===== config.mk =====
export PLATFORM = sky130hd
export DESIGN_NAME = aphase_sel_sched
export DESIGN_NICKNAME = d
export VERILOG_FILES = /design/src/rtl/aphase_pkg.sv /design/src/rtl/aphase_rr_pick.sv /design/src/rtl/aphase_sel_sched.sv
export SDC_FILE = /design/constraint.sdc
export NUM_CORES = 1
export LEC_CHECK = 0
export ABC_AREA = 1
export CAP_MARGIN = 20
export CORE_UTILIZATION = 48
export CTS_CLUSTER_SIZE = 30
export DETAILED_ROUTE_END_ITERATION = 8
export PLACE_DENSITY = 0.78
export SYNTH_ARGS = -nofsm -noshare
export SYNTH_HDL_FRONTEND = slang
export SYNTH_HIERARCHICAL = 1
export SYNTH_SLANG_ARGS = --single-unit
export TNS_END_PERCENT = 30

===== constraint.sdc =====
create_clock -name iclk -period 2 [get_ports iclk]
set_input_delay 0.4 -clock iclk [delete_from_list [all_inputs] [get_ports iclk]]
set_output_delay 0.4 -clock iclk [all_outputs]
set_load 0.1 [all_outputs]

===== src/rtl/aphase_pkg.sv =====
// Shared types and constants for the A-phase pattern mux scheduler.
package aphase_pkg;

    localparam int unsigned NumReq = 4;
    localparam int unsigned SelW   = 2;

    // FSM state encoding
    localparam logic [1:0] StIdle   = 2'd0;
    localparam logic [1:0] StSettle = 2'd1;
    localparam logic [1:0] StHold   = 2'd2;

    // Patterns presented on mux inputs 3..0 (index 0 is the rightmost element).
    localparam logic [NumReq-1:0][9:0] ApPatterns = {
        10'b0101010101,
        10'b1010101010,
        10'b1111000011,
        10'b1001011010
    };

    function automatic logic [NumReq-1:0] sel_onehot(input logic [SelW-1:0] sel);
        return NumReq'(1) << sel;
    endfunction

endpackage


===== src/rtl/aphase_rr_pick.sv =====
// Combinational round-robin picker: first set request at or above ptr_i, wrapping 3->0.
module aphase_rr_pick
    import aphase_pkg::*;
(
    input  logic [NumReq-1:0] req_i,
    input  logic [SelW-1:0]   ptr_i,
    output logic [SelW-1:0]   winner_o,
    output logic              found_o
);

    logic [SelW-1:0] idx;

    // Scan from the farthest offset back to the pointer so the nearest request wins.
    always_comb begin
        winner_o = '0;
        found_o  = 1'b0;
        idx      = '0;
        for (int i = NumReq - 1; i >= 0; i--) begin
            idx = ptr_i + SelW'(i);
            if (req_i[idx]) begin
                winner_o = idx;
                found_o  = 1'b1;
            end
        end
    end

endmodule


===== src/rtl/aphase_sel_sched.sv =====
// Round-robin scheduler owning the A-phase pattern mux select.
// Optional grant extension input ilock is built in with APHASE_SCHED_LOCK_EN.
module aphase_sel_sched
    import aphase_pkg::*;
#(
    parameter int unsigned DWELL_W = 8,
    parameter int unsigned SETTLE  = 1
) (
    input  logic               iclk,
    input  logic               irst_n,
    input  logic               ienable,
    input  logic [NumReq-1:0]  ireq,
    input  logic [DWELL_W-1:0] idwell,
`ifdef APHASE_SCHED_LOCK_EN
    input  logic               ilock,
`endif
    output logic [SelW-1:0]    oslt,
    output logic [NumReq-1:0]  ogrant,
    output logic               ovalid,
    output logic               odone
);

    localparam logic [1:0] SettleInit = 2'(SETTLE);

    logic [1:0]         state_q, state_d;
    logic [SelW-1:0]    slt_q, slt_d;
    logic [NumReq-1:0]  grant_q, grant_d;
    logic               valid_q, valid_d;
    logic               done_q, done_d;
    logic [SelW-1:0]    ptr_q, ptr_d;
    logic [DWELL_W-1:0] dwell_q, dwell_d;
    logic [1:0]         settle_q, settle_d;

    logic [SelW-1:0] winner;
    logic            found;
    logic            req_held;
    logic            lock_now;

    aphase_rr_pick u_pick (
        .req_i    (ireq),
        .ptr_i    (ptr_q),
        .winner_o (winner),
        .found_o  (found)
    );

    assign req_held = ireq[slt_q];
`ifdef APHASE_SCHED_LOCK_EN
    assign lock_now = ilock & req_held;
`else
    assign lock_now = 1'b0;
`endif

    // odone is registered, so the final-cycle decision (and lock) is taken one cycle ahead.
    always_comb begin
        state_d  = state_q;
        slt_d    = slt_q;
        grant_d  = grant_q;
        valid_d  = valid_q;
        done_d   = 1'b0;
        ptr_d    = ptr_q;
        dwell_d  = dwell_q;
        settle_d = settle_q;
        unique case (state_q)
            StIdle: begin
                if (ienable && found) begin
                    slt_d    = winner;
                    grant_d  = sel_onehot(winner);
                    dwell_d  = (idwell == '0) ? DWELL_W'(1) : idwell;
                    settle_d = SettleInit;
                    state_d  = StSettle;
                end
            end
            StSettle: begin
                settle_d = settle_q - 2'd1;
                if (!req_held) begin
                    state_d = StIdle;
                    grant_d = '0;
                    valid_d = 1'b0;
                    ptr_d   = slt_q + SelW'(1);
                end else if (settle_q == 2'd1) begin
                    state_d = StHold;
                    valid_d = 1'b1;
                    done_d  = (dwell_q == DWELL_W'(1)) && !lock_now;
                end
            end
            StHold: begin
                if (done_q || !req_held) begin
                    // Completion wins over a same-cycle request drop.
                    state_d = StIdle;
                    grant_d = '0;
                    valid_d = 1'b0;
                    dwell_d = '0;
                    ptr_d   = slt_q + SelW'(1);
                end else if (dwell_q > DWELL_W'(1)) begin
                    dwell_d = dwell_q - DWELL_W'(1);
                    done_d  = (dwell_q == DWELL_W'(2)) && !lock_now;
                end else begin
                    done_d = !lock_now;
                end
            end
            default: begin
                state_d = StIdle;
                grant_d = '0;
                valid_d = 1'b0;
            end
        endcase
    end

    always_ff @(posedge iclk or negedge irst_n) begin
        if (!irst_n) begin
            state_q  <= StIdle;
            slt_q    <= '0;
            grant_q  <= '0;
            valid_q  <= 1'b0;
            done_q   <= 1'b0;
            ptr_q    <= '0;
            dwell_q  <= '0;
            settle_q <= '0;
        end else begin
            state_q  <= state_d;
            slt_q    <= slt_d;
            grant_q  <= grant_d;
            valid_q  <= valid_d;
            done_q   <= done_d;
            ptr_q    <= ptr_d;
            dwell_q  <= dwell_d;
            settle_q <= settle_d;
        end
    end

    assign oslt   = slt_q;
    assign ogrant = grant_q;
    assign ovalid = valid_q;
    assign odone  = done_q;

endmodule


Word-level counts from Yosys, hierarchy flattened
Cells that the tools add are included.

storage, ports and cells
  input port bits = 15
  register bits after elaboration = 22
  output and inout port bits = 8
  word-level logic and storage cells = 92

cells by class
  add/sub/neg operators = 6
  order comparisons = 6
  equality and inequality tests = 10
  bitwise operators = 1
  shift-type cells = 1
  mux-type cells = 45
  reductions and logical operators = 15

operators by type and width
  cell                 count
  $mux 8               4
  $mux 2               10
  $mux 1               16
  $pmux 8 s2           1
  $lt 2x3->1 const B   5
  $reduce_and 3->1     5
  $mux 4               3
  $pmux 4 s3           1
  $bmux 1 s2           5
  $eq 8x1->1 const B   1
  $eq 8x2->1 const B   1
  $gt 8x1->1 const B   1
  $logic_not 8->1      1
  $pmux 2 s2           2
  $sub 8x1->8 const B  1
  $ne 2x2->1 const B   3
  $ne 3x3->1 const B   2
  $pmux 2 s3           1
  $reduce_bool 2->1    3
  $add 2x1->2 const B  2
  $add 2x2->2 const B  2
  $eq 2x1->1 const B   2
  $reduce_and 2->1     2
  $shl 1x2->4 const A  1
  other kinds (9)      9

Depth between registers and ports, before layout
  depth after elaboration = 10
  depth in mapped cells = 13
  mapped depth without buffers = 12

Modules after synthesis
Netlist, hierarchy kept.

modules (own cells, without submodules)
  module            cells each  area an instance (um^2)  sequential area each (um^2)  instances
  aphase_sel_sched  199         1448.9                   550.5                        1
  aphase_rr_pick    44          215.2                    0.0                          1

Least setup slack after synthesis
Ideal clock, no wire load.

  path type = reg2reg
  start point = reg slt_q[0], in the netlist oslt[0]
  end point = reg ptr_q[0]
  clock period less this slack = 1908 ps
  library setup time = 169 ps
  cell stages (with the launch flop) = 9
  arrival = 1738 ps
  path slack = 92 ps
  buffers on the path = 1
  required time = 1831 ps
  cells stage by stage = dfrtp_1 > nand2_1 > nand3_2 > nand2_2 > buf_6 > o21ai_4 > nand2_2 > nand2_1 > o21ai_0

on the way
  cells in the longest elaborated chain, start to end = 6
  elaborated cells between the ends (all ways) = 11
  those cells by class = 1 x add/sub; 2 x eq/ne; 5 x mux; 3 x reduce/logical

RTL lines
  what                          line                     source
  from (decl)                   aphase_sel_sched.sv:26   logic [SelW-1:0] slt_q, slt_d;
  from (signal assigned)        aphase_sel_sched.sv:121  slt_q <= slt_d;
  $bmux 1 s2                    aphase_sel_sched.sv:46   assign req_held = ireq[slt_q];
  $mux 1 (implied by the code)  aphase_sel_sched.sv:46
  $logic_not 1->1               aphase_sel_sched.sv:87   if (done_q || !req_held) begin
  $logic_or 1x1->1              aphase_sel_sched.sv:87
  $ne 2x2->1 (no line)          n/a
  $reduce_and 3->1 (no line)    n/a
  to (signal assigned)          aphase_sel_sched.sv:125  ptr_q <= ptr_d;
  to (decl)                     aphase_sel_sched.sv:30   logic [SelW-1:0] ptr_q, ptr_d;

Several ways; a longest one is shown, not always the timed one. The select of a mux whose other input is x is not followed.
A chain may end at the register's enable or synchronous reset.

Worst setup path after layout
  start point = in ireq[0]
  end point = reg dwell_q[3]

on the way
  cells in the longest elaborated chain, start to end = 9
  elaborated cells between the ends (all ways) = 22
  those cells by class = 2 x eq/ne; 16 x mux; 4 x reduce/logical

RTL lines
  what                            line                     source
  from (decl)                     aphase_sel_sched.sv:12   input logic [NumReq-1:0] ireq,
  $bmux 1 s2                      aphase_rr_pick.sv:20     if (req_i[idx]) begin
  $mux 1 (implied by the code)    aphase_rr_pick.sv:20
  $mux 1 (3 in a row)             aphase_rr_pick.sv:20
  $mux 1 (*)                      aphase_rr_pick.sv:20
  net found                       aphase_sel_sched.sv:35   logic found;
  $logic_and 1x1->1 (*)           aphase_sel_sched.sv:65   if (ienable && found) begin
  $ne 2x2->1 (no line) (*)        n/a
  $reduce_and 3->1 (no line) (*)  n/a
  to (signal assigned)            aphase_sel_sched.sv:126  dwell_q <= dwell_d;
  to (decl)                       aphase_sel_sched.sv:31   logic [DWELL_W-1:0] dwell_q, dwell_d;

The timed path passes the listed nets; every way through them passes the cells marked *. The select of a mux whose other input is x is not followed.

==> impl_metrics.env <==
export IMPL_cp_num_buf_inv=4
export IMPL_cts_hold_buffers=0
export IMPL_synth_distinct_cells=24
export IMPL_finalClockSkew_ns=0.007835
export IMPL_fin_nets=296
export IMPL_grt_max_degree=23
export IMPL_crit_arrival_ns=2.02
export IMPL_clock_latency_ns=0.32
export IMPL_grt_pass1_wl_mm=5.768
export IMPL_cts_resized=0
export IMPL_io_pins=23
export IMPL_die_x_um=60.88
export IMPL_drive_above_1_share_pct=17.95
export IMPL_cts_buffer_depth=2
export IMPL_hold_viol=0
export IMPL_rsz0062_at_grt="false"
export IMPL_filler_cell_count=308
export IMPL_cp_startpoint="ireq[0]"
export IMPL_synth_top_family_by_area="simple AND/OR/NAND/NOR gates"
export IMPL_rows=21
export IMPL_endpoint="dwell_q[3]"
export IMPL_initial_utilization_pct=49.87
export IMPL_drt_wl_total_mm=3.350
export IMPL_r2r_cells=9
export IMPL_synth_edf_count=0
export IMPL_synth_avg_cell_area_um2=6.848
export IMPL_slew_headroom_pct=79.16
export IMPL_synth_top_flop_cell="dfrtp_1"
export IMPL_synthArstFlopShare_pct=100.0
export IMPL_maxSlewViolCount=0
export IMPL_drt_pass1_iter_count=4
export IMPL_fin_cells=319
export IMPL_design_die_area_um2=3706
export IMPL_max_cap_violations=0
export IMPL_yosysTopAreaCell="dfrtp_1"
export IMPL_ir_drop_uv=708.6
export IMPL_htreeDepth=1
export IMPL_yosys_warnings=6
export IMPL_clk_pin_slew_ns=0.13
export IMPL_synthXorXnorAreaFrac_pct=1.053
export IMPL_syn_nets=265
export IMPL_post_cts_setup_buffer_count=0
export IMPL_num_vias=1581
export IMPL_crit_path_top_delay_cell="clkdlybuf4s50_1"
export IMPL_fin_ws_ns=0.2415
export IMPL_grt_use_total_pct=20.80
export IMPL_num_antenna_cells=0
export IMPL_synth_area_top_cells="dfrtp_1 33%, nand2_1 18%, nand3_1 8.7%, inv_1 6.3%, ha_1 5.3%"
export IMPL_dp_cells=315
export IMPL_drc=0
export IMPL_worstMarginPinSlew_ns=0.3127
export IMPL_timing_fmax_mhz=568.7
export IMPL_place_congestion=0.8499
export IMPL_hpwl_mm=2.693
export IMPL_synthAdderAreaFrac_pct=5.263
export IMPL_yosysMostFrequentCell="nand2_1"
export IMPL_critical_path_cell_chain="clkdlybuf4s50_1 -> inv_1 -> nand2_2 -> and2_4 -> inv_1 -> nand3_1 -> a21oi_1 -> a21oi_1 -> nand2_2 -> inv_4 -> nand2_1 -> nand2_1"
export IMPL_wl_per_cell_um=10.50
export IMPL_grt_antenna_before_repair=0
export IMPL_numCtsBuffers=3
export IMPL_final_min_clock_period_ns=1.759
export IMPL_r2r_slack_ns=0.26
export IMPL_area_growth_pct=20.38
export IMPL_r2r_end="dwell_q[3]"
export IMPL_clock_root_buffer="clkbuf_4"
export IMPL_tritoncts="yes"
export IMPL_clock_sinks=22
export IMPL_critPathMaxFanout=8
export IMPL_fin_crit_sh_pct=87.93
export IMPL_synthSimpleGateAreaFrac_pct=41.50
export IMPL_dp_slack_ns=-0.09319
export IMPL_power_density_nw_per_um2=1721
export IMPL_yosysSeqAreaShare_pct=33.08
export IMPL_synthMuxAreaShare_pct=0
export IMPL_yosys_area_top_type_share_pct=33.08
export IMPL_setup_violations=0
export IMPL_core_area_um2=3337
export IMPL_synth_compound_area_share_pct=8.647
export IMPL_start_kind="primary input"
export IMPL_hold_class="in2async"
export IMPL_ant_nets=0
export IMPL_leakage_nw=1.061
export IMPL_outcome="finished, final reports clean"
export IMPL_crit_family="buffers and inverters"
export IMPL_syn_cell_area_um2=1664
export IMPL_dieHeight_um=60.88
export IMPL_cpPeakStageDelay_ns=0.50
export IMPL_grt_ovfl_total=0
export IMPL_timing_rr_start="state_q[0]"
export IMPL_detail_route_vias_per_cell=4.956
export IMPL_grt_pass1_vias=1387
export IMPL_cp_num_cells=12
export IMPL_worstPathRequired_ns=2.26
export IMPL_worstSetupPathType="in2reg"
export IMPL_portBuffers=22
export IMPL_critPathCaptureType="flip-flop"
export IMPL_ys_seq_elements=22
export IMPL_syn_inst=243
export IMPL_drt_iter0_drc=53
export IMPL_synthTopCellsByCount="78 x nand2_1, 29 x nand3_1, 28 x inv_1"
-- metal layers --
layer	GRT usage, %	vias up	wire length (um)
li1	-	843	-
met1	28.99	703	1695
met2	33.75	31	1512
met3	4.051	4	113
met4	4.221	0	27
met5	0	-	0
-- metrics by stage --
stage / hold WS [ns] / cell area (um^2) / total power [mW] / util, % / TNS, ns
3_5_place_dp: 0.4689 / 1966 / 3.200 / 58.91 / -0.9075
4_1_cts: 0.4165 / 2002 / 3.462 / 59.99 / 0
3_3_place_gp: 0.4704 / 1966 / 3.167 / 58.91 / -0.5489
2_1_floorplan: 0.1044 / 1664 / 2.682 / - / 0
5_1_grt: 0.4404 / 2003 / 3.782 / 60.03 / 0
6_report: 0.4124 / 2003 / 3.447 / 60.03 / 0
-- registers in the layout (all words and copies together), names as in the netlist --
signal and flops:
state_q 2, ptr_q 2, dwell_q 8, ogrant 4, settle_q 2, ovalid 1, oslt 2, odone 1
-- cells by family (layout without fill, tap and decap cells) --
group / Yosys count / in the layout
buffers and inverters: 39 / 69
AO/OA/AOI/OAI: 25 / 25
flip-flops: 22 / 22
adder cells (fa/ha/maj): 7 / 7
AND/OR/NAND/NOR: 148 / 148
XOR/XNOR: 2 / 2
-- how the worst min path moves through the flow --
stage           start          to  slack, ns  depth (start not counted)
2_1_floorplan  irst_n  dwell_q[0]       0.10                          0
3_3_place_gp   ovalid      ovalid       0.47                          2
3_5_place_dp   ovalid      ovalid       0.47                          2
4_1_cts        irst_n  dwell_q[4]       0.42                          2
5_1_grt        irst_n     oslt[1]       0.44                          2
6_report       irst_n     oslt[1]       0.41                          2
-- area by class of cell --
cell class                 instances  area, um^2  area share, %
multi-input combinational        182       939.7          46.91
sequential                        22       551.8          27.55
timing repair buffer              29       277.8          13.87
inverter                          36       140.1          6.996
tap                               46       57.56          2.873
clock buffer                       4       36.28          1.811
-- where the power goes --
part           switching, mW  internal [mW]
sequential             0.234          0.640
clock                  0.140          0.111
combinational           1.53          0.791
total                   1.90           1.54
-- layout by cell type (no fill, tap or decap), types with 2 or more instances in the layout --
master           Yosys  routed
o21ai_0              7       7
dfrtp_1             22      21
inv_4                2       2
ha_1                 7       7
nand2_4              2       2
inv_1               28      28
nand2_1             78      78
inv_2                6       6
o21ai_1             10      10
nor2_1              15      15
a21oi_1              4       4
nand3_1             29      29
nor2_4               2       2
buf_4                0      13
nand2_2             10      10
buf_12               0       2
nand4_1              7       7
clkdlybuf4s50_1      0      14
clkbuf_4             0       3
nand3_2              3       3
xnor2_1              2       2
Note: power is estimated with default switching activity, not from simulation.
